## config.mk

```make
export PLATFORM = sky130hd
export DESIGN_NAME = cmp4_frame_loader_flat
export DESIGN_NICKNAME = d
export VERILOG_FILES = /design/src/rtl/cmp4_pkg.sv /design/src/rtl/cmp4_frame_loader_if.sv /design/src/rtl/cmp4_flag_encoder.sv /design/src/rtl/cmp4_frame_loader.sv /design/src/flat_wrapper.sv
export SDC_FILE = /design/constraint.sdc
export NUM_CORES = 1
export LEC_CHECK = 0
export ABC_AREA = 0
export CAP_MARGIN = 20
export CORE_UTILIZATION = 45
export CTS_BUF_LIST = sky130_fd_sc_hd__clkbuf_4
export DETAILED_ROUTE_END_ITERATION = 8
export PLACE_DENSITY = 0.79
export SETUP_SLACK_MARGIN = 0.1
export SYNTH_ARGS = -nofsm -noshare
export SYNTH_HDL_FRONTEND = slang
export SYNTH_SLANG_ARGS = --single-unit
```

## constraint.sdc

```tcl
create_clock -name clk_21 -period 3.51 [get_ports clk_21]
set_input_delay 0.351 -clock clk_21 [delete_from_list [all_inputs] [get_ports clk_21]]
set_output_delay 0.351 -clock clk_21 [all_outputs]
set_load 0.02 [all_outputs]
```

## src/rtl/cmp4_pkg.sv

```systemverilog
// Shared types and helpers for the 4-operand comparator frame loader.
// Holds the FSM state type, the operand index constants and the flag-vector helpers.
package cmp4_pkg;

    typedef enum logic [1:0] {
        LOAD   = 2'd0,
        SAMPLE = 2'd1,
        HOLD   = 2'd2
    } state_t;

    localparam logic [1:0] IDX_A = 2'd0;
    localparam logic [1:0] IDX_B = 2'd1;
    localparam logic [1:0] IDX_C = 2'd2;
    localparam logic [1:0] IDX_D = 2'd3;

    // An empty vector maps to IDX_A so the index output is always defined.
    function automatic logic [1:0] lowest_set(input logic [3:0] v);
        logic [1:0] idx;
        idx = IDX_A;
        if (v[0])      idx = IDX_A;
        else if (v[1]) idx = IDX_B;
        else if (v[2]) idx = IDX_C;
        else if (v[3]) idx = IDX_D;
        return idx;
    endfunction

    function automatic logic multi_set(input logic [3:0] v);
        return (v & (v - 4'd1)) != 4'd0;
    endfunction

endpackage

```

## src/rtl/cmp4_frame_loader_if.sv

```systemverilog
// Word-stream input and result output of the frame loader.
// Both channels use valid/ready: a transfer happens on a rising clk edge where valid and ready are
// both high; the source holds data stable while valid is high and ready is low.
interface cmp4_frame_loader_if #(
    parameter int WIDTH = 32,
    parameter int CNT_W = 16
);
    logic [WIDTH-1:0] in_data_21;
    logic             in_valid_21;
    logic             in_ready_21;
    logic             res_valid_21;
    logic             res_ready_21;
    logic [1:0]       max_idx_21;
    logic [1:0]       min_idx_21;
    logic             max_tie_21;
    logic             min_tie_21;
    logic             cmp_err_21;
    logic [3:0]       gte_q_21;
    logic [3:0]       lte_q_21;
    logic [CNT_W-1:0] frames_21;

    // master: the environment feeding words and consuming results
    modport master (
        output in_data_21, in_valid_21, res_ready_21,
        input  in_ready_21, res_valid_21, max_idx_21, min_idx_21, max_tie_21, min_tie_21,
               cmp_err_21, gte_q_21, lte_q_21, frames_21
    );

    // slave: the frame loader itself
    modport slave (
        input  in_data_21, in_valid_21, res_ready_21,
        output in_ready_21, res_valid_21, max_idx_21, min_idx_21, max_tie_21, min_tie_21,
               cmp_err_21, gte_q_21, lte_q_21, frames_21
    );
endinterface

```

## src/rtl/cmp4_flag_encoder.sv

```systemverilog
// Combinational encoding of the comparator GTE/LTE vectors into indices, tie and error flags.
// The parent registers these at capture time.
module cmp4_flag_encoder
    import cmp4_pkg::*;
(
    input  logic [3:0] gte,
    input  logic [3:0] lte,
    output logic [1:0] max_idx,
    output logic [1:0] min_idx,
    output logic       max_tie,
    output logic       min_tie,
    output logic       cmp_err
);

    assign max_idx = lowest_set(gte);
    assign min_idx = lowest_set(lte);
    assign max_tie = multi_set(gte);
    assign min_tie = multi_set(lte);
    // A healthy comparator always flags at least one max and one min.
    assign cmp_err = (gte == 4'd0) || (lte == 4'd0);

endmodule

```

## src/rtl/cmp4_frame_loader.sv

```systemverilog
// Packs four stream words into operands A..D, waits SETTLE cycles (legal 1..15) for the external
// comparator, captures its encoded flags and offers them on the result handshake.
module cmp4_frame_loader
    import cmp4_pkg::*;
#(
    parameter int WIDTH  = 32,
    parameter int SETTLE = 1,
    parameter int CNT_W  = 16
) (
    input  logic             clk_21,
    input  logic             rst_21,
    input  logic             flush_21,
    cmp4_frame_loader_if.slave bus,
    output logic [WIDTH-1:0] A_21,
    output logic [WIDTH-1:0] B_21,
    output logic [WIDTH-1:0] C_21,
    output logic [WIDTH-1:0] D_21,
    input  logic [3:0]       gte_21,
    input  logic [3:0]       lte_21,
    output state_t           state_21
);

    localparam logic [3:0] SETTLE_LAST = 4'(SETTLE - 1);

    state_t           state;
    logic [1:0]       word_cnt;
    logic [3:0]       settle_cnt;
    logic             res_valid;
    logic [1:0]       max_idx_q;
    logic [1:0]       min_idx_q;
    logic             max_tie_q;
    logic             min_tie_q;
    logic             cmp_err_q;
    logic [3:0]       gte_q;
    logic [3:0]       lte_q;
    logic [CNT_W-1:0] frames;

    logic [1:0] enc_max_idx;
    logic [1:0] enc_min_idx;
    logic       enc_max_tie;
    logic       enc_min_tie;
    logic       enc_cmp_err;
    logic       in_ready;
    logic       in_xfer;
    logic       res_xfer;

    cmp4_flag_encoder u_enc (
        .gte     (gte_21),
        .lte     (lte_21),
        .max_idx (enc_max_idx),
        .min_idx (enc_min_idx),
        .max_tie (enc_max_tie),
        .min_tie (enc_min_tie),
        .cmp_err (enc_cmp_err)
    );

    // Gated by reset directly so ready is low during reset and high right after release.
    assign in_ready = (state == LOAD) && !rst_21;
    assign in_xfer  = bus.in_valid_21 && in_ready;
    assign res_xfer = res_valid && bus.res_ready_21;

    always_ff @(posedge clk_21) begin
        if (rst_21) begin
            state      <= LOAD;
            word_cnt   <= 2'd0;
            settle_cnt <= 4'd0;
            A_21       <= '0;
            B_21       <= '0;
            C_21       <= '0;
            D_21       <= '0;
            res_valid  <= 1'b0;
            max_idx_q  <= 2'd0;
            min_idx_q  <= 2'd0;
            max_tie_q  <= 1'b0;
            min_tie_q  <= 1'b0;
            cmp_err_q  <= 1'b0;
            gte_q      <= 4'd0;
            lte_q      <= 4'd0;
            frames     <= '0;
        end else begin
            case (state)
                LOAD: begin
                    // Flush beats a coincident word: the word is dropped, operands are kept.
                    if (flush_21) begin
                        word_cnt <= 2'd0;
                    end else if (in_xfer) begin
                        case (word_cnt)
                            IDX_A:   A_21 <= bus.in_data_21;
                            IDX_B:   B_21 <= bus.in_data_21;
                            IDX_C:   C_21 <= bus.in_data_21;
                            default: D_21 <= bus.in_data_21;
                        endcase
                        if (word_cnt == IDX_D) begin
                            word_cnt   <= 2'd0;
                            settle_cnt <= 4'd0;
                            state      <= SAMPLE;
                        end else begin
                            word_cnt <= word_cnt + 2'd1;
                        end
                    end
                end
                SAMPLE: begin
                    if (settle_cnt == SETTLE_LAST) begin
                        gte_q     <= gte_21;
                        lte_q     <= lte_21;
                        max_idx_q <= enc_max_idx;
                        min_idx_q <= enc_min_idx;
                        max_tie_q <= enc_max_tie;
                        min_tie_q <= enc_min_tie;
                        cmp_err_q <= enc_cmp_err;
                        res_valid <= 1'b1;
                        state     <= HOLD;
                    end else begin
                        settle_cnt <= settle_cnt + 4'd1;
                    end
                end
                HOLD: begin
                    if (res_xfer) begin
                        frames    <= frames + CNT_W'(1);
                        res_valid <= 1'b0;
                        state     <= LOAD;
                    end
                end
                default: state <= LOAD;
            endcase
        end
    end

    assign bus.in_ready_21  = in_ready;
    assign bus.res_valid_21 = res_valid;
    assign bus.max_idx_21   = max_idx_q;
    assign bus.min_idx_21   = min_idx_q;
    assign bus.max_tie_21   = max_tie_q;
    assign bus.min_tie_21   = min_tie_q;
    assign bus.cmp_err_21   = cmp_err_q;
    assign bus.gte_q_21     = gte_q;
    assign bus.lte_q_21     = lte_q;
    assign bus.frames_21    = frames;
    assign state_21         = state;

endmodule
```

## src/flat_wrapper.sv

```systemverilog
// flat-port wrapper written by rule: the top's interface ports become plain ports
module cmp4_frame_loader_flat import cmp4_pkg::*;
#(
    parameter int WIDTH  = 32,
    parameter int SETTLE = 1,
    parameter int CNT_W  = 16
)
  (clk_21, rst_21, flush_21, A_21, B_21, C_21, D_21, gte_21, lte_21, state_21, bus_in_data_21, bus_in_valid_21, bus_res_ready_21, bus_in_ready_21, bus_res_valid_21, bus_max_idx_21, bus_min_idx_21, bus_max_tie_21, bus_min_tie_21, bus_cmp_err_21, bus_gte_q_21, bus_lte_q_21, bus_frames_21);
  cmp4_frame_loader_if #(.WIDTH(WIDTH), .CNT_W(CNT_W)) bus_i ();
  input  logic clk_21;
  input  logic rst_21;
  input  logic flush_21;
  output logic [WIDTH-1:0] A_21;
  output logic [WIDTH-1:0] B_21;
  output logic [WIDTH-1:0] C_21;
  output logic [WIDTH-1:0] D_21;
  input  logic [3:0] gte_21;
  input  logic [3:0] lte_21;
  output state_t state_21;
  input wire logic [$bits(bus_i.in_data_21)-1:0] bus_in_data_21;
  input wire logic [$bits(bus_i.in_valid_21)-1:0] bus_in_valid_21;
  input wire logic [$bits(bus_i.res_ready_21)-1:0] bus_res_ready_21;
  output wire logic [$bits(bus_i.in_ready_21)-1:0] bus_in_ready_21;
  output wire logic [$bits(bus_i.res_valid_21)-1:0] bus_res_valid_21;
  output wire logic [$bits(bus_i.max_idx_21)-1:0] bus_max_idx_21;
  output wire logic [$bits(bus_i.min_idx_21)-1:0] bus_min_idx_21;
  output wire logic [$bits(bus_i.max_tie_21)-1:0] bus_max_tie_21;
  output wire logic [$bits(bus_i.min_tie_21)-1:0] bus_min_tie_21;
  output wire logic [$bits(bus_i.cmp_err_21)-1:0] bus_cmp_err_21;
  output wire logic [$bits(bus_i.gte_q_21)-1:0] bus_gte_q_21;
  output wire logic [$bits(bus_i.lte_q_21)-1:0] bus_lte_q_21;
  output wire logic [$bits(bus_i.frames_21)-1:0] bus_frames_21;
  assign bus_i.in_data_21 = bus_in_data_21;
  assign bus_i.in_valid_21 = bus_in_valid_21;
  assign bus_i.res_ready_21 = bus_res_ready_21;
  assign bus_in_ready_21 = bus_i.in_ready_21;
  assign bus_res_valid_21 = bus_i.res_valid_21;
  assign bus_max_idx_21 = bus_i.max_idx_21;
  assign bus_min_idx_21 = bus_i.min_idx_21;
  assign bus_max_tie_21 = bus_i.max_tie_21;
  assign bus_min_tie_21 = bus_i.min_tie_21;
  assign bus_cmp_err_21 = bus_i.cmp_err_21;
  assign bus_gte_q_21 = bus_i.gte_q_21;
  assign bus_lte_q_21 = bus_i.lte_q_21;
  assign bus_frames_21 = bus_i.frames_21;
  cmp4_frame_loader #(.WIDTH(WIDTH), .SETTLE(SETTLE), .CNT_W(CNT_W)) u_core (.clk_21(clk_21), .rst_21(rst_21), .flush_21(flush_21), .bus(bus_i), .A_21(A_21), .B_21(B_21), .C_21(C_21), .D_21(D_21), .gte_21(gte_21), .lte_21(lte_21), .state_21(state_21));
endmodule
```

==> results of run 1 <==
## power groups by stage
stage                     Combinational [uW]  Clock [uW]  Sequential (uW)
after floorplan                          294           0             2140
after global placement                   650           0             2060
after detailed placement                 659           0             2070
after CTS                                663        1380             2020
after global routing                     721        1460             2030
final                                    659        1340             2020
## state kept, by name, summed over array words and instances (netlist names), 2 cells and up
| register | count |
|---|---|
| u_core.B_21 | 32 |
| u_core.C_21 | 32 |
| u_core.state_21 | 2 |
| u_core.bus.min_idx_21 | 2 |
| u_core.word_cnt | 2 |
| u_core.A_21 | 32 |
| u_core.bus.max_idx_21 | 2 |
| u_core.bus.lte_q_21 | 4 |
| u_core.D_21 | 32 |
| u_core.settle_cnt | 4 |
| u_core.bus.gte_q_21 | 4 |
| u_core.bus.frames_21 | 16 |
## cells in the mapped netlist (all sizes together)
| cell | count | area share, % |
|---|---|---|
| nand2b | 2 | 0.20 |
| inv | 10 | 0.60 |
| mux2i | 2 | 0.32 |
| nand4b | 1 | 0.14 |
| nor4 | 1 | 0.099 |
| a211oi | 2 | 0.24 |
| nand3 | 10 | 0.79 |
| nand4 | 5 | 0.50 |
| nand3b | 2 | 0.24 |
| o21ai | 12 | 0.95 |
| a22oi | 2 | 0.24 |
| nor3b | 1 | 0.12 |
| or3b | 1 | 0.14 |
| ha | 12 | 2.4 |
| and2 | 7 | 0.70 |
| a221oi | 1 | 0.14 |
| or4 | 2 | 0.24 |
| nand4bb | 1 | 0.18 |
| and4bb | 2 | 0.40 |
| or3 | 8 | 0.79 |
| nor3 | 1 | 0.079 |
| nor2b | 1 | 0.099 |
| xor2 | 8 | 1.1 |
| o311ai | 1 | 0.14 |
| and3 | 2 | 0.20 |
| and4 | 3 | 0.42 |
| clkbuf | 37 | 2.2 |
| buf | 14 | 1.2 |
| a21oi | 159 | 13 |
| nand2 | 291 | 17 |
| o31ai | 1 | 0.12 |
| dfxtp | 168 | 53 |
| nor2 | 21 | 1.3 |
| maj3 | 1 | 0.16 |
| a211o | 2 | 0.28 |
## worst reg2reg max path, stage by stage, from the launching register on
cell and delay [ns]:
dfxtp_1 0.40, inv_1 0.09, ha_1 0.29, and4bb_2 0.32, nand2_1 0.60, buf_4 0.34, nand2_1 0.08, a21oi_1 0.13
## per-layer routing
layer  global-route usage (%)  part of all wire (%)  vias to the layer above
li1                         -                     -                     2983
met1                    29.88                    43                     2727
met2                    38.61                    47                      211
met3                    6.934                   7.7                       23
met4                    10.34                   2.2                        0
met5                        0                     0                        -
## metrics by stage
step	std cells	hold WS, ns	total power (uW)
floorplan	794	0.4619	2437
global route	1168	0.2947	4210
finish	1168	0.3096	4018
CTS	1167	0.2620	4063
global placement	1135	0.4389	2715
detailed placement	1135	0.4448	2725
## area by class of cell
| class | instances | area share, % |
|---|---|---|
| antenna | 1 | 0.02843 |
| clock buffer | 18 | 1.535 |
| clock inverter | 14 | 2.502 |
| inverter | 10 | 0.4265 |
| multi-input combinational | 565 | 30.51 |
| sequential | 168 | 38.21 |
| tap | 176 | 2.502 |
| timing repair buffer | 216 | 24.28 |
## cells by family after synthesis
family / Yosys count
simple gates: 362
compound gates: 180
flops: 168
buf+inv: 61
fa+ha+maj: 13
xor+xnor: 8
mux: 2
## worst paths after layout
kind | from | end | slack (ns) | depth (start not counted)
worst max-delay path | u_core.state_21[0] | bus_in_ready_21 | 1.07 | 4
worst min-delay path | rst_21 | u_core.bus.frames_21[4] | 0.31 | 2
worst max register to register | u_core.state_21[0] | u_core.A_21[22] | 1.18 | 7
worst min register to register | u_core.bus.max_tie_21 | u_core.bus.max_tie_21 | 0.46 | 2
==> flow_metrics.py, run 1 <==
metrics = {
    "outcome": {
        "status": "complete, no violations",
    },
    "timing": {
        "tightestPinTransition_ns": 1.046,
        "rsz0062_at_grt": "false",
        "drv_slew": 0,
        "tns_ns": 0,
        "fin_ws_ns": 1.073,
        "fmax_mhz": 410.4,
        "setup_violations": 0,
        "hold_viol_final": 0,
        "fin_crit_ns": 2.437,
        "fin_crit_sh_pct": 69.43,
        "fin_skew_ns": 0.01417,
        "relSlewSlack_pct": 30.25,
    },
    "layout": {
        "fin_nets": 1035,
        "design_area_um2": 8801,
        "multi_input_area_um2": 2685,
        "fill_cells": 1192,
        "seqCellArea_um2": 3363,
        "area_growth_pct": 39.67,
        "final_cell_mix": "291 x nand2_1, 206 x clkdlybuf4s50_1, 168 x dfxtp_1, 159 x a21oi_1, 21 x nor2_1",
        "final_common_cell": "nand2_1",
        "utilization_pct": 65.42,
        "drive_gt1_share_pct": 4.541,
    },
    "yosys": {
        "synth-seq-cells": 168,
        "ys_seq_area_share_pct": 53.38,
        "yosysWarnings": 0,
        "yosysUniqueCellTypes": 37,
        "synth_xor_area_share_pct": 1.112,
        "synth_fp_nets": 851,
        "synth_area_um2": 6301,
        "synthCells": 794,
        "synth_top_family_by_area": "simple AND/OR/NAND/NOR gates",
        "synth_compound_area_share_pct": 14.73,
        "muxShareOfSynthArea_pct": 0.3177,
        "avgSynthCellArea_um2": 7.936,
        "yosys.area_share.simple_pct": 23.91,
        "synth_fa_ha_area_share_pct": 2.542,
    },
    "setup_path": {
        "worst-path-buf-inv": 2,
        "cp-end-kind": "primary output",
        "slowest_delay_ns": 0.61,
        "critical_path_class": "reg2out",
        "startpoint_type": "flip-flop",
        "worstPathRequired_ns": 3.16,
        "slowest_stage": "clkdlybuf4s50_1",
        "worstPathCellList": "inv_1, ha_1, nor2b_1, clkdlybuf4s50_1",
        "crit_arrival_ns": 2.09,
        "crit_family": "buffers and inverters",
        "crit_fanout": 8,
    },
    "place": {
        "gp_congestion": 0.7981,
        "dpl_cell_area_um2": 8443,
        "port_buffers": 207,
        "hpwl_um": 11720,
        "place_ws_ns": 0.9908,
    },
    "die": {
        "die_h_um": 120.3,
        "die_w_um": 120.3,
        "rows": 42,
        "pin_count": 208,
        "core_area_um2": 13450,
        "die-area_um2": 14480,
        "initial_core_util_pct": 46.84,
    },
    "routing": {
        "vias": 5944,
        "dr.first_iter.drc_count": 430,
        "ant_nets": 0,
        "via_per_inst": 5.089,
        "avgRoutedWirePerCell_um": 14.66,
        "drc": 0,
        "drt_first_pass_iters": 4,
        "postRouteWirelength_um": 17120,
    },
    "power_and_ir_drop": {
        "p_int_uw": 2906,
        "swShare_pct": 27.67,
        "seqPwrFrac_pct": 50.3,
        "p_clk_share_pct": 33.2,
        "peakVddDrop_v": 0.0002425,
        "leakage_uw": 0.002944,
        "powerDensity_nw_per_um2": 456.6,
        "combPwrFrac_pct": 16.4,
        "p_sw_uw": 1112,
    },
    "grt": {
        "gr-total-overflow": 0,
        "grt_pass1_vias": 5398,
        "grt_start_max_net_pins": 102,
        "antenna_found_initial": 1,
        "grt_pass1_wl_um": 27220,
        "gr-usage-all-layers_pct": 23.99,
    },
    "hold_path": {
        "hold_class": "in2reg",
    },
    "clock_network": {
        "htreeDepth": 4,
        "clk_latency_ns": 0.56,
        "cts.sinks": 168,
        "cts_buffers": 17,
        "cts_tree": "done",
        "post_cts_buffers": 0,
        "cts_root_buf": "clkbuf_4",
        "hold_buffers": 0,
        "cts_max_path_buffers": 2,
        "post_cts_resized": 0,
        "cts.clk_slew.worst_paths_ns": 0.14,
    },
    "run": {
        "cap_viol_max_count": 0,
    },
}
Power figures use the tool's default switching activity.
==> inputs of run 2 (changes only) <==
- clock period: 3.51 -> 2.4 ns (I/O delays scaled with it)
==> run 2 against run 1 <==
Effect of this change: design area down 0.30%; cell count rose by 0.43%; clock skew rose by 0.0036 ns; sequential share of layout area rose by 0.11 points; clock-buffer cell count grew 2; die area did not move; via count increased by 1.2%; register-to-register slack worse by 0.94 ns; utilization down 0.20 points; routed wire length up 1.9%; first-iteration DRC count is 3.0% lower; critical path type is now reg2reg; largest cell class unchanged.
==> flow_metrics.py, run 2 (same netlist as run 1, synthesis figures left out) <==
metrics = {
    "grt": {
        "grt_pass1_vias": 5387,
        "grt_start_max_net_pins": 100,
        "gr-usage-all-layers_pct": 24.25,
        "antenna_found_initial": 1,
        "grt_pass1_wl_um": 27410,
        "gr-total-overflow": 0,
    },
    "timing": {
        "setup_violations": 0,
        "fin_skew_ns": 0.01775,
        "fmax_mhz": 462.1,
        "hold_viol_final": 0,
        "tightestPinTransition_ns": 1.041,
        "fin_crit_sh_pct": 90.17,
        "fin_crit_ns": 2.164,
        "tns_ns": 0,
        "drv_slew": 0,
        "rsz0062_at_grt": "false",
        "relSlewSlack_pct": 30.63,
    },
    "routing": {
        "postRouteWirelength_um": 17450,
        "dr.first_iter.drc_count": 417,
        "drt_first_pass_iters": 4,
        "via_per_inst": 5.126,
        "drc": 0,
        "ant_nets": 0,
        "avgRoutedWirePerCell_um": 14.88,
        "vias": 6013,
    },
    "setup_path": {
        "cp-end-kind": "flip-flop",
        "critical_path_class": "reg2reg",
        "crit_arrival_ns": 2.64,
        "startpoint_type": "flip-flop",
        "worstPathRequired_ns": 2.87,
        "startpoint": "u_core.state_21[1]",
        "worstPathCellList": "inv_1, ha_1, and4bb_2, a211o_1, or4_1, a21oi_1",
        "slowest_stage": "or4_1",
        "r2r_cells": 6,
        "rr_endpoint": "u_core.settle_cnt[3]",
        "slowest_delay_ns": 0.48,
        "endpoint": "u_core.settle_cnt[3]",
        "r2r_start": "u_core.state_21[1]",
        "crit_fanout": 14,
        "ff2ff_setup_slack_ns": 0.24,
    },
    "clock_network": {
        "cts_tree": "done",
        "cts.clk_slew.worst_paths_ns": 0.14,
        "cts_root_buf": "clkbuf_4",
        "cts_max_path_buffers": 2,
        "htreeDepth": 4,
        "cts_buffers": 17,
        "clk_latency_ns": 0.55,
        "cts.sinks": 168,
    },
    "place": {
        "port_buffers": 207,
        "hpwl_um": 11900,
        "gp_congestion": 0.8305,
    },
    "outcome": {
        "status": "complete, no violations",
    },
    "die": {
        "rows": 42,
        "initial_core_util_pct": 46.84,
        "die-area_um2": 14480,
        "core_area_um2": 13450,
        "pin_count": 208,
        "die_w_um": 120.3,
        "die_h_um": 120.3,
    },
    "power_and_ir_drop": {
        "finalPower_uw": 5442,
        "leakage_uw": 0.002939,
        "peakVddDrop_v": 0.0003698,
        "powerDensity_nw_per_um2": 620.1,
    },
    "layout": {
        "drive_gt1_share_pct": 4.920,
        "utilization_pct": 65.23,
        "final_cell_mix": "291 x nand2_1, 205 x clkdlybuf4s50_1, 168 x dfxtp_1, 159 x a21oi_1, 21 x nor2_1",
        "area_growth_pct": 39.26,
        "final_common_cell": "nand2_1",
        "fin_nets": 1040,
    },
    "hold_path": {
        "hold_class": "in2reg",
    },
    "run": {
        "cap_viol_max_count": 0,
    },
}
-- run 2: changes by cell type in the layout (fill, tap and decap cells not counted), moves of 2 or more --
cell / before / now
buf_12: 0 / 3
buf_4: 10 / 12
bufinv_16: 5 / 1
clkbuf_4: 18 / 20
clkinv_1: 0 / 2
clkinv_4: 0 / 3
inv_6: 3 / 1
-- run 2: worst min-delay path by stage --
stage | to | slack [ns] | depth (start not counted) | start
global placement | u_core.B_21[13] | 0.44 | 2 | u_core.B_21[13]
floorplan | u_core.A_21[0] | 0.38 | 2 | bus_in_data_21[0]
global route | u_core.B_21[15] | 0.27 | 3 | bus_in_data_21[15]
finish | u_core.settle_cnt[0] | 0.28 | 5 | rst_21
CTS | u_core.settle_cnt[0] | 0.22 | 5 | rst_21
detailed placement | u_core.B_21[31] | 0.45 | 2 | u_core.B_21[31]
-- run 2: report_power, final --
part	leakage, uW	internal [uW]	switching, uW
Sequential	0.00136	2890	67.1
Combinational	0.00144	416	571
Clock	0.000138	543	952
-- run 2: what timing repair did --
item                       in CTS  in global routing
setup endpoints to repair       1                  0
resized for setup               2                  0
setup buffers                   0                  0
hold buffers                    0                  0
-- run 2: worst max-delay path: cells and delay by family (launching register included) --
kind	cells	cell delay, ns
AND/OR/NAND/NOR	2	0.84
AO/OA/AOI/OAI	2	0.47
flip-flops	1	0.40
adder cells (fa/ha/maj)	1	0.27
buffers and inverters	1	0.10
-- run 2: layout make-up --
| class | count | area [um^2] |
|---|---|---|
| repair buffers | 221 | 2211 |
| diodes | 1 | 2.502 |
| clock inverters | 12 | 102.6 |
| clock buffers | 20 | 150.1 |
| fillers | 1196 | 4678 |
| flip-flops and latches | 168 | 3363 |
| well taps | 176 | 220.2 |
| multi-input cells | 565 | 2688 |
| inverters | 10 | 37.54 |
-- run 2: layer usage --
metal	share of wire, %	track usage [%]
met5	0	0
met4	3.3	11.73
met3	6.8	6.745
met2	47	38.79
met1	43	30.06
-- run 2: per-stage QoR --
step	area (um^2)	std cells	hold WS (ns)	worst slack [ns]
finish	8775	1173	0.2848	0.2359
global route	8775	1173	0.2657	0.1048
CTS	8772	1172	0.2216	0.2472
detailed placement	8518	1140	0.4453	0.3103
global placement	8518	1140	0.4404	0.3675
floorplan	6301	794	0.3760	0.3137
